$ cat src/rtl/uart_tx_ctrl_pkg.sv
// ---------------------------------------------------------------------------
// uart_tx_ctrl_pkg
//   Shared definitions for the UART transmit controller and the TX line mux
//   downstream of it.
//   - tx_state_e    : frame sequencer states
//   - SEL_* codes   : 4:1 line mux select values (shared with the mux)
//   - sel_of_state  : pure decode from sequencer state to mux select
// ---------------------------------------------------------------------------
package uart_tx_ctrl_pkg;

    typedef enum logic [2:0] {
        ST_IDLE   = 3'd0,
        ST_START  = 3'd1,
        ST_DATA   = 3'd2,
        ST_PARITY = 3'd3,
        ST_STOP   = 3'd4
    } tx_state_e;

    // Line mux select codes: 00 drives a constant 0 (start bit), 01 a
    // constant 1 (idle / stop), 10 the serial data bit, 11 the parity bit.
    localparam logic [1:0] SEL_START = 2'b00;
    localparam logic [1:0] SEL_IDLE  = 2'b01;
    localparam logic [1:0] SEL_DATA  = 2'b10;
    localparam logic [1:0] SEL_PAR   = 2'b11;

    function automatic logic [1:0] sel_of_state(input tx_state_e st);
        logic [1:0] sel;
        case (st)
            ST_START:  sel = SEL_START;
            ST_DATA:   sel = SEL_DATA;
            ST_PARITY: sel = SEL_PAR;
            default:   sel = SEL_IDLE;   // IDLE and STOP both hold the line high
        endcase
        return sel;
    endfunction

endpackage

$ cat src/rtl/uart_tx_ctrl_if.sv
// ---------------------------------------------------------------------------
// uart_tx_ctrl_if
//   Byte-in / mux-control-out bundle of the UART transmit controller.
//   Handshake: the source presents P_DATA/PAR_EN/PAR_TYP with Data_Valid=1;
//   the byte is taken on the CLK edge where the controller is idle or in its
//   stop bit. Busy=1 means a Data_Valid outside those states is ignored.
//   Signals:
//     P_DATA     parallel data to send
//     Data_Valid P_DATA valid strobe
//     PAR_EN     1 = append parity bit
//     PAR_TYP    0 = even, 1 = odd parity
//     Ser_Data   current serial data bit (mux input 10)
//     Par_Bit    parity bit of the frame (mux input 11)
//     SEL        line mux select
//     Busy       frame in progress
//   Modports: master = byte source side, slave = transmit controller.
// ---------------------------------------------------------------------------
interface uart_tx_ctrl_if #(
    parameter int DATA_WIDTH = 8
);
    logic [DATA_WIDTH-1:0] P_DATA;
    logic                  Data_Valid;
    logic                  PAR_EN;
    logic                  PAR_TYP;
    logic                  Ser_Data;
    logic                  Par_Bit;
    logic [1:0]            SEL;
    logic                  Busy;

    modport master (
        output P_DATA, Data_Valid, PAR_EN, PAR_TYP,
        input  Ser_Data, Par_Bit, SEL, Busy
    );

    modport slave (
        input  P_DATA, Data_Valid, PAR_EN, PAR_TYP,
        output Ser_Data, Par_Bit, SEL, Busy
    );
endinterface

$ cat src/rtl/uart_tx_serializer.sv
// ---------------------------------------------------------------------------
// uart_tx_serializer
//   Shift register and bit counter for the data phase of a UART frame.
//   Ports:
//     clk, rst_n  clock, asynchronous active-low reset
//     load        capture load_data and clear the bit counter
//     shift_en    one data bit has been sent: shift right, advance counter
//     load_data   byte to serialize
//     ser_bit     current data bit (shift register LSB)
//     done        asserted during the last data bit of the frame
// ---------------------------------------------------------------------------
module uart_tx_serializer #(
    parameter int DATA_WIDTH = 8
) (
    input  logic                  clk,
    input  logic                  rst_n,
    input  logic                  load,
    input  logic                  shift_en,
    input  logic [DATA_WIDTH-1:0] load_data,
    output logic                  ser_bit,
    output logic                  done
);
    localparam int CW = (DATA_WIDTH > 1) ? $clog2(DATA_WIDTH) : 1;
    localparam logic [CW-1:0] LAST_BIT = CW'(DATA_WIDTH - 1);

    logic [DATA_WIDTH-1:0] shift_reg;
    logic [CW-1:0]         bit_cnt;

    always_ff @(posedge clk or negedge rst_n) begin
        if (!rst_n) begin
            shift_reg <= '0;
            bit_cnt   <= '0;
        end else if (load) begin
            shift_reg <= load_data;
            bit_cnt   <= '0;
        end else if (shift_en) begin
            // Zero fill: once a frame is out the register drains to 0.
            shift_reg <= {1'b0, shift_reg[DATA_WIDTH-1:1]};
            bit_cnt   <= (bit_cnt == LAST_BIT) ? '0 : bit_cnt + 1'b1;
        end
    end

    assign ser_bit = shift_reg[0];
    assign done    = shift_en && (bit_cnt == LAST_BIT);

endmodule

$ cat src/rtl/uart_tx_ctrl.sv
// ---------------------------------------------------------------------------
// uart_tx_ctrl
//   UART transmit sequencer and datapath. Accepts a byte, then walks
//   START -> DATA x DATA_WIDTH -> [PARITY] -> STOP, one bit per CLK cycle,
//   driving the select and data inputs of the downstream 4:1 line mux.
//   A byte offered during the stop bit starts the next frame with no gap.
//   Ports:
//     CLK        baud-rate clock
//     RST        asynchronous active-low reset
//     bus        uart_tx_ctrl_if slave (byte in, mux controls out)
//     dbg_state  current sequencer state
// ---------------------------------------------------------------------------
module uart_tx_ctrl
    import uart_tx_ctrl_pkg::*;
#(
    parameter int DATA_WIDTH = 8
) (
    input  logic       CLK,
    input  logic       RST,
    uart_tx_ctrl_if.slave bus,
    output tx_state_e  dbg_state
);
    tx_state_e state;
    tx_state_e next_state;
    logic      busy_q;
    logic      par_en_q;
    logic      par_bit_q;
    logic      accept;
    logic      ser_bit;
    logic      ser_done;

    // A byte is taken only while the line is idle or sending the stop bit.
    assign accept = ((state == ST_IDLE) || (state == ST_STOP)) && bus.Data_Valid;

    uart_tx_serializer #(
        .DATA_WIDTH (DATA_WIDTH)
    ) u_serializer (
        .clk       (CLK),
        .rst_n     (RST),
        .load      (accept),
        .shift_en  (state == ST_DATA),
        .load_data (bus.P_DATA),
        .ser_bit   (ser_bit),
        .done      (ser_done)
    );

    always_comb begin
        next_state = state;
        case (state)
            ST_IDLE:   if (accept) next_state = ST_START;
            ST_START:  next_state = ST_DATA;
            ST_DATA:   if (ser_done) next_state = par_en_q ? ST_PARITY : ST_STOP;
            ST_PARITY: next_state = ST_STOP;
            ST_STOP:   next_state = accept ? ST_START : ST_IDLE;
            default:   next_state = ST_IDLE;
        endcase
    end

    // PAR_TYP only influences the parity bit value, so it is folded into
    // par_bit_q at accept time rather than kept as separate state.
    always_ff @(posedge CLK or negedge RST) begin
        if (!RST) begin
            state     <= ST_IDLE;
            busy_q    <= 1'b0;
            par_en_q  <= 1'b0;
            par_bit_q <= 1'b0;
        end else begin
            state  <= next_state;
            busy_q <= (next_state != ST_IDLE);
            if (accept) begin
                par_en_q  <= bus.PAR_EN;
                par_bit_q <= (^bus.P_DATA) ^ bus.PAR_TYP;
            end
        end
    end

    assign bus.SEL      = sel_of_state(state);
    assign bus.Busy     = busy_q;
    assign bus.Par_Bit  = par_bit_q;
    assign bus.Ser_Data = ser_bit;
    assign dbg_state    = state;

endmodule

$ cat src/flat_wrapper.sv
// flat-port wrapper written by rule: the top's interface ports become plain ports
module uart_tx_ctrl_flat import uart_tx_ctrl_pkg::*;
#(
    parameter int DATA_WIDTH = 8
)
  (CLK, RST, dbg_state, bus_P_DATA, bus_Data_Valid, bus_PAR_EN, bus_PAR_TYP, bus_Ser_Data, bus_Par_Bit, bus_SEL, bus_Busy);
  uart_tx_ctrl_if #(.DATA_WIDTH(DATA_WIDTH)) bus_i ();
  input  logic CLK;
  input  logic RST;
  output tx_state_e dbg_state;
  input wire logic [$bits(bus_i.P_DATA)-1:0] bus_P_DATA;
  input wire logic [$bits(bus_i.Data_Valid)-1:0] bus_Data_Valid;
  input wire logic [$bits(bus_i.PAR_EN)-1:0] bus_PAR_EN;
  input wire logic [$bits(bus_i.PAR_TYP)-1:0] bus_PAR_TYP;
  output wire logic [$bits(bus_i.Ser_Data)-1:0] bus_Ser_Data;
  output wire logic [$bits(bus_i.Par_Bit)-1:0] bus_Par_Bit;
  output wire logic [$bits(bus_i.SEL)-1:0] bus_SEL;
  output wire logic [$bits(bus_i.Busy)-1:0] bus_Busy;
  assign bus_i.P_DATA = bus_P_DATA;
  assign bus_i.Data_Valid = bus_Data_Valid;
  assign bus_i.PAR_EN = bus_PAR_EN;
  assign bus_i.PAR_TYP = bus_PAR_TYP;
  assign bus_Ser_Data = bus_i.Ser_Data;
  assign bus_Par_Bit = bus_i.Par_Bit;
  assign bus_SEL = bus_i.SEL;
  assign bus_Busy = bus_i.Busy;
  uart_tx_ctrl #(.DATA_WIDTH(DATA_WIDTH)) u_core (.CLK(CLK), .RST(RST), .bus(bus_i), .dbg_state(dbg_state));
endmodule
$ cat config.mk
export PLATFORM = sky130hd
export DESIGN_NAME = uart_tx_ctrl_flat
export DESIGN_NICKNAME = d
export VERILOG_FILES = /design/src/rtl/uart_tx_ctrl_pkg.sv /design/src/rtl/uart_tx_ctrl_if.sv /design/src/rtl/uart_tx_serializer.sv /design/src/rtl/uart_tx_ctrl.sv /design/src/flat_wrapper.sv
export SDC_FILE = /design/constraint.sdc
export NUM_CORES = 1
export LEC_CHECK = 0
export BUFFER_PORTS_ARGS = -buffer_cell sky130_fd_sc_hd__buf_2
export CAP_MARGIN = 20
export CELL_PAD_IN_SITES_DETAIL_PLACEMENT = 0
export CELL_PAD_IN_SITES_GLOBAL_PLACEMENT = 1
export CORE_UTILIZATION = 35
export CTS_BUF_LIST = sky130_fd_sc_hd__clkbuf_4 sky130_fd_sc_hd__clkbuf_8 sky130_fd_sc_hd__clkbuf_16
export DETAILED_ROUTE_END_ITERATION = 16
export PLACE_DENSITY_LB_ADDON = 0.1
export SETUP_SLACK_MARGIN = 0.3
export SLEW_MARGIN = 15
export SYNTH_ARGS = -nofsm -noshare
export SYNTH_HDL_FRONTEND = slang
export SYNTH_HIERARCHICAL = 1
export SYNTH_SLANG_ARGS = --single-unit
$ cat constraint.sdc
create_clock -name CLK -period 1.5 [get_ports CLK]
set_input_delay 0.075 -clock CLK [delete_from_list [all_inputs] [get_ports CLK]]
set_output_delay 0.075 -clock CLK [all_outputs]
set_load 0.01 [all_outputs]
==> results of run 1 <==
## worst paths after layout
| kind | end | cells past startpoint | start | slack [ns] |
|---|---|---|---|---|
| max | u_core/u_serializer/bit_cnt[0]$_DFFE_PN0P_ | 4 | u_core/dbg_state[2]$_DFF_PN0_ | 0.13 |
| min | u_core/u_serializer/shift_reg[0]$_DFFE_PN0P_ | 3 | bus_P_DATA[0] | 0.02 |
| max reg2reg | u_core/u_serializer/bit_cnt[0]$_DFFE_PN0P_ | 4 | u_core/dbg_state[2]$_DFF_PN0_ | 0.13 |
| min reg2reg | u_core/bus.Par_Bit$_DFFE_PN0P_ | 2 | u_core/bus.Par_Bit$_DFFE_PN0P_ | 0.50 |
| max in group asynchronous | u_core/dbg_state[0]$_DFF_PN0_ | 2 | RST | 0.96 |
| min in group asynchronous | u_core/dbg_state[2]$_DFF_PN0_ | 2 | RST | 0.23 |
## final cells by class
type                            instances  area share
Tap cell                               28      0.0254
Clock buffer                            3      0.0163
Multi-Input combinational cell         59       0.356
Timing Repair Buffer                   44       0.274
Inverter                                4      0.0145
Clock inverter                          1     0.00362
Sequential cell                        17       0.310
## timing repair
action / 4_1_cts / 5_1_grt
cloned: 1 / 1
pin swaps: 2 / 10
endpoints found under the setup margin: 15 / 16
gates resized for setup: 6 / 20
hold buffers: 1 / 0
setup buffers: 8 / 9
endpoints found under the hold margin: 17 / 0
## power groups by stage
stage                     combinational [mW]  clock (mW)  sequential, mW
after floorplan                        0.643           0           0.828
after global placement                 0.968           0           0.817
after detailed placement               0.982           0           0.827
after CTS                               1.25       0.260           0.811
after global routing                    1.82       0.284           0.851
final                                   1.68       0.244           0.823
## routing by layer
layer,up-vias,track usage
li1,364,-
met1,334,0.206
met2,13,0.273
met3,4,0.0357
met4,0,0.0811
met5,-,0
## logic make-up after synthesis
group,count (synthesis)
buffers and inverters,7
AO/OA/AOI/OAI,13
AND/OR/NAND/NOR,26
XOR/XNOR,8
multiplexers,10
adder cells (fa/ha/maj),2
flip-flops,17
## cells in the mapped netlist
cell / count / share of area
a21oi_1: 3 / 0.018
and2_1: 1 / 0.0073
buf_2: 2 / 0.012
buf_4: 1 / 0.0088
dfrtp_1: 17 / 0.50
ha_1: 2 / 0.029
inv_1: 4 / 0.018
mux2i_1: 10 / 0.12
nand2_1: 11 / 0.048
nand2b_1: 5 / 0.037
nand3_1: 2 / 0.012
nand3b_1: 1 / 0.0088
nor2_1: 5 / 0.022
o21ai_0: 1 / 0.0058
o21ai_1: 9 / 0.053
or3b_1: 1 / 0.010
xnor2_1: 4 / 0.041
xnor3_1: 1 / 0.026
xor2_1: 3 / 0.031
## worst min-delay path: stages
cell	delay, ns
buf_2	0.09
nand2_1	0.05
o21ai_1	0.06
## metrics by stage
step	setup WS (ns)	power, mW
CTS	0.183	2.32
global route	0.0904	2.95
finish	0.128	2.75
global placement	0.178	1.79
detailed placement	0.132	1.81
floorplan	0.132	1.47
==> impl_metrics.py, run 1 <==
metrics = {
    "status": {
        "outcome": "finished, final reports clean",
    },
    "sta": {
        "holdWs_ns": 0.0160,
        "worst_slew_pin_slew_ns": 0.407,
        "fin_worst_skew_ns": 0.000350,
        "rsz0062_at_grt": "true",
        "slew_viol_final": 0,
        "min_period_over_period": 0.915,
        "finalSetupTns_ns": 0,
        "hold_violations": 0,
        "finalSetupViolCount": 0,
        "fmax_ghz": 0.729,
        "post-route-min-period_ns": 1.37,
        "max-slew-margin-rel": 0.729,
    },
    "logic_synthesis": {
        "synthCells": 83,
        "ys_warn_count": 6,
        "syn_avg_cell_area_um2": 10.3,
        "synth_cell_type_count": 19,
        "syn-num-nets": 98,
        "synth-seq-area-share": 0.497,
        "synthMuxAreaShare": 0.117,
        "synthAdderAreaFrac": 0.0292,
        "synth-compound-area-share": 0.0760,
        "synth_top_family_by_area": "simple AND/OR/NAND/NOR gates",
        "yosys.area_share.simple": 0.145,
        "ys_seq_elements": 17,
        "synthXorXnorAreaFrac": 0.0980,
        "netlist_area_um2": 856,
    },
    "setup_path": {
        "crit_arrival_ns": 1.60,
        "crit_chain": "nand2b_4, nor2_4, or3b_4, a21oi_2",
        "cp-start-kind": "flip-flop",
        "cp-end-kind": "flip-flop",
        "worst-path-buf-inv": 0,
        "critPathKind": "reg2reg",
        "worstPathRequired_ns": 1.72,
        "critPathMaxStageDelay_ns": 0.41,
        "slowest_stage": "or3b_4",
        "worst_path_dominant_cell_family": "simple AND/OR/NAND/NOR gates",
        "crit_fanout": 5,
    },
    "layout": {
        "seq_area_um2": 428,
        "largest_register_ffs": 8,
        "antenna_cells": 0,
        "fin_area_mm2": 0.00138,
        "fill_cells": 199,
        "fin_cells": 156,
        "multi_input_area_um2": 492,
        "fin_util": 0.613,
        "final_cell_mix": "buf_2 (19), dfrtp_1 (15), buf_4 (14)",
        "final_nets": 144,
        "syn2layout_area_growth_pct": 61.4,
        "final_common_cell": "buf_2",
        "drive_above_1_share": 0.531,
    },
    "clocking": {
        "cts_tree": "yes",
        "root_buffer": "clkbuf_4",
        "numCtsBuffers": 3,
        "clk_latency_ns": 0.29,
        "cts_sinks": 17,
        "clk_pin_slew_ns": 0.10,
        "cts_buffer_depth": 2,
        "htree_num_levels": 1,
    },
    "die": {
        "die-area_mm2": 0.00265,
        "start_util": 0.380,
        "die_w_um": 51.5,
        "fp.dieH_um": 51.5,
        "ios": 21,
        "rows": 17,
        "coreArea_mm2": 0.00225,
    },
    "pwr": {
        "seqPwrFrac": 0.299,
        "power.share.clock": 0.089,
        "leakage_nw": 0.667,
        "intPower_mw": 1.77,
        "swShare": 0.355,
        "p_per_area_mw_per_mm2": 1990,
        "p_comb_frac": 0.612,
        "p_sw_mw": 0.977,
        "vdd_drop_max_mv": 1.13,
    },
    "place": {
        "port-buffer-count": 20,
        "hpwl_mm": 1.22,
        "routabilityCongestion": 0.677,
        "place_inst": 132,
        "place_area_mm2": 0.00105,
    },
    "drt": {
        "met3_length_um": 48,
        "highest_layer": "met4",
        "detail_route.first_pass.iterations": 4,
        "drt-wirelength-per-cell_um": 12.9,
        "drt_wl_total_mm": 2.01,
        "viasPerCell": 4.58,
        "wl_met1_um": 941,
        "drt-initial-drc-count": 9,
        "drcViolationCount": 0,
        "vias": 715,
        "dr_wl_met2_um": 990,
        "drtAntennaViolNets": 0,
    },
    "global_routing": {
        "grt_overflow": 0,
        "grt.total_usage": 0.167,
        "grt_pass1_wl_mm": 3.08,
        "antenna_found_initial": 0,
        "grt_pass1_vias": 693,
        "grt_max_degree": 18,
    },
    "worst_hold_path": {
        "hold_class": "in2reg",
    },
    "run": {
        "cap_violations": 0,
    },
}
Power figures use the tool's default switching activity.
==> run 2: changes to the inputs <==
BUFFER_PORTS_ARGS = default   (was -buffer_cell sky130_fd_sc_hd__buf_2)
CORE_UTILIZATION = 41   (was 35)
DONT_BUFFER_PORTS = 1   (was default)
==> run 2 against run 1 <==
Clock power grew 7%. Cell count shrank 15%. Worst hold slack gained 0.054 ns. Sequential power grew 6.1%. Largest cell class unchanged. Largest power group unchanged. Highest routed layer unchanged.
==> impl_metrics.py, run 2 (synthesized netlist as in run 1, its figures left out) <==
metrics = {
    "sta": {
        "rsz0062_at_grt": "true",
        "fmax_ghz": 0.751,
        "worst_slew_pin_slew_ns": 0.779,
        "setup_ws_ns": 0.169,
        "finalSetupTns_ns": 0,
        "max-slew-margin-rel": 0.479,
        "min_period_over_period": 0.887,
        "fin_worst_skew_ns": 0.00956,
        "hold_violations": 0,
        "finalSetupViolCount": 0,
        "post-route-min-period_ns": 1.33,
        "slew_viol_final": 0,
    },
    "clocking": {
        "htree_num_levels": 1,
        "clk_latency_ns": 0.29,
        "root_buffer": "clkbuf_4",
        "cts_sinks": 17,
        "cts_buffer_depth": 2,
        "cts_tree": "yes",
        "clk_pin_slew_ns": 0.10,
        "numCtsBuffers": 3,
    },
    "setup_path": {
        "crit_arrival_ns": 1.56,
        "slowest_stage": "dfrtp_1",
        "worst_path_dominant_cell_family": "flip-flops",
        "critPathMaxStageDelay_ns": 0.40,
        "critPathLaunch": "u_core/u_serializer/bit_cnt[0]$_DFFE_PN0P_",
        "crit_chain": "ha_2, ha_4, or3b_1, a21oi_2",
        "cp-start-kind": "flip-flop",
        "worst-path-buf-inv": 0,
        "crit_fanout": 3,
        "worstPathRequired_ns": 1.73,
        "r2r-start": "u_core/u_serializer/bit_cnt[0]$_DFFE_PN0P_",
        "critPathKind": "reg2reg",
        "cp-end-kind": "flip-flop",
    },
    "die": {
        "die_w_um": 47.7,
        "fp.dieH_um": 47.7,
        "die-area_mm2": 0.00227,
        "rows": 16,
        "start_util": 0.436,
        "coreArea_mm2": 0.00196,
        "ios": 21,
    },
    "drt": {
        "drt-initial-drc-count": 15,
        "detail_route.first_pass.iterations": 4,
        "viasPerCell": 4.95,
        "drt-wirelength-per-cell_um": 13.1,
        "drtAntennaViolNets": 0,
        "vias": 659,
        "drt_wl_total_mm": 1.74,
        "drcViolationCount": 0,
    },
    "layout": {
        "fin_area_mm2": 0.00121,
        "final_nets": 122,
        "syn2layout_area_growth_pct": 40.9,
        "final_common_cell": "dfrtp_1",
        "largest_register_ffs": 8,
        "final_cell_mix": "dfrtp_1 (14), dlygate4sd3_1 (11), mux2i_1 (10), nand2_1 (10), o21ai_1 (9)",
        "antenna_cells": 0,
        "drive_above_1_share": 0.274,
        "fill_cells": 181,
    },
    "global_routing": {
        "grt_pass1_wl_mm": 2.66,
        "grt_max_degree": 18,
        "grt_overflow": 0,
        "grt.total_usage": 0.172,
        "antenna_found_initial": 0,
        "grt_pass1_vias": 657,
    },
    "pwr": {
        "p_per_area_mw_per_mm2": 1820,
        "vdd_drop_max_mv": 1.07,
        "p_total_mw": 2.19,
        "leakage_nw": 0.539,
    },
    "place": {
        "place_area_um2": 948,
        "pre_cts_ws_ns": 0.128,
        "port-buffer-count": 0,
        "hpwl_mm": 1.13,
        "routabilityCongestion": 0.684,
    },
    "worst_hold_path": {
        "min-delay-start": "bus_Data_Valid",
        "hold_class": "in2reg",
    },
    "status": {
        "outcome": "finished, final reports clean",
    },
    "run": {
        "cap_violations": 0,
    },
}
run 2: metal layers:
| metal | part of all wire | wire (µm) | up-vias | GRT usage |
|---|---|---|---|---|
| met5 | 0 | 0 | - | 0 |
| met1 | 0.43 | 747 | 325 | 0.217 |
| li1 | - | - | 321 | - |
| met4 | 0.0052 | 9 | 0 | 0.0667 |
| met2 | 0.54 | 931 | 11 | 0.297 |
| met3 | 0.029 | 50 | 2 | 0.0226 |
run 2: report_power, final:
group          leakage, nW  switching, mW  internal [mW]  total [mW]
registers            0.210          0.206          0.666       0.873
logic                0.312          0.467          0.588        1.05
clock network       0.0184          0.140          0.121       0.261
total                0.539          0.814           1.38        2.19
run 2: worst paths after layout:
check / end / cells after the start / slack [ns]
setup / recovery: u_core/u_serializer/bit_cnt[0]$_DFFE_PN0P_ / 4 / 0.17
hold / removal: u_core/dbg_state[0]$_DFF_PN0_ / 3 / 0.07
setup reg to reg: u_core/u_serializer/bit_cnt[0]$_DFFE_PN0P_ / 4 / 0.17
hold reg to reg: u_core/dbg_state[0]$_DFF_PN0_ / 2 / 0.52
max in group asynchronous: u_core/dbg_state[0]$_DFF_PN0_ / 1 / 0.66
min in group asynchronous: u_core/u_serializer/bit_cnt[0]$_DFFE_PN0P_ / 1 / 0.30
run 2: layout make-up:
type                       count  area, µm²  share of cell area
tap                           27       33.8              0.0280
sequential                    17        429               0.356
multi-input combinational     59        459               0.381
inverter                       4       17.5              0.0145
clock buffer                   4       30.0              0.0249
timing repair buffer          22        236               0.196
run 2: stage by stage:
step           cells   util  hold slack (ns)
4_1_cts          131  0.599           0.0565
3_3_place_gp     112  0.483           -0.220
2_1_floorplan     83      -           -0.221
3_5_place_dp     112  0.483           -0.220
6_report         133  0.615           0.0700
5_1_grt          133  0.615           0.0631
run 2: tightest hold or removal path: stages:
cell,delay (ns)
nand2_2,0.08
buf_4,0.12
nand2_1,0.05
run 2: repair_timing:
action                                  4_1_cts  5_1_grt
hold buffers                                 11        0
pin swaps                                     4        2
cloned                                        1        0
endpoints found under the setup margin       15       15
buffers inserted                              3        2
hold endpoints to repair                     27        0
gates resized for setup                      12        4
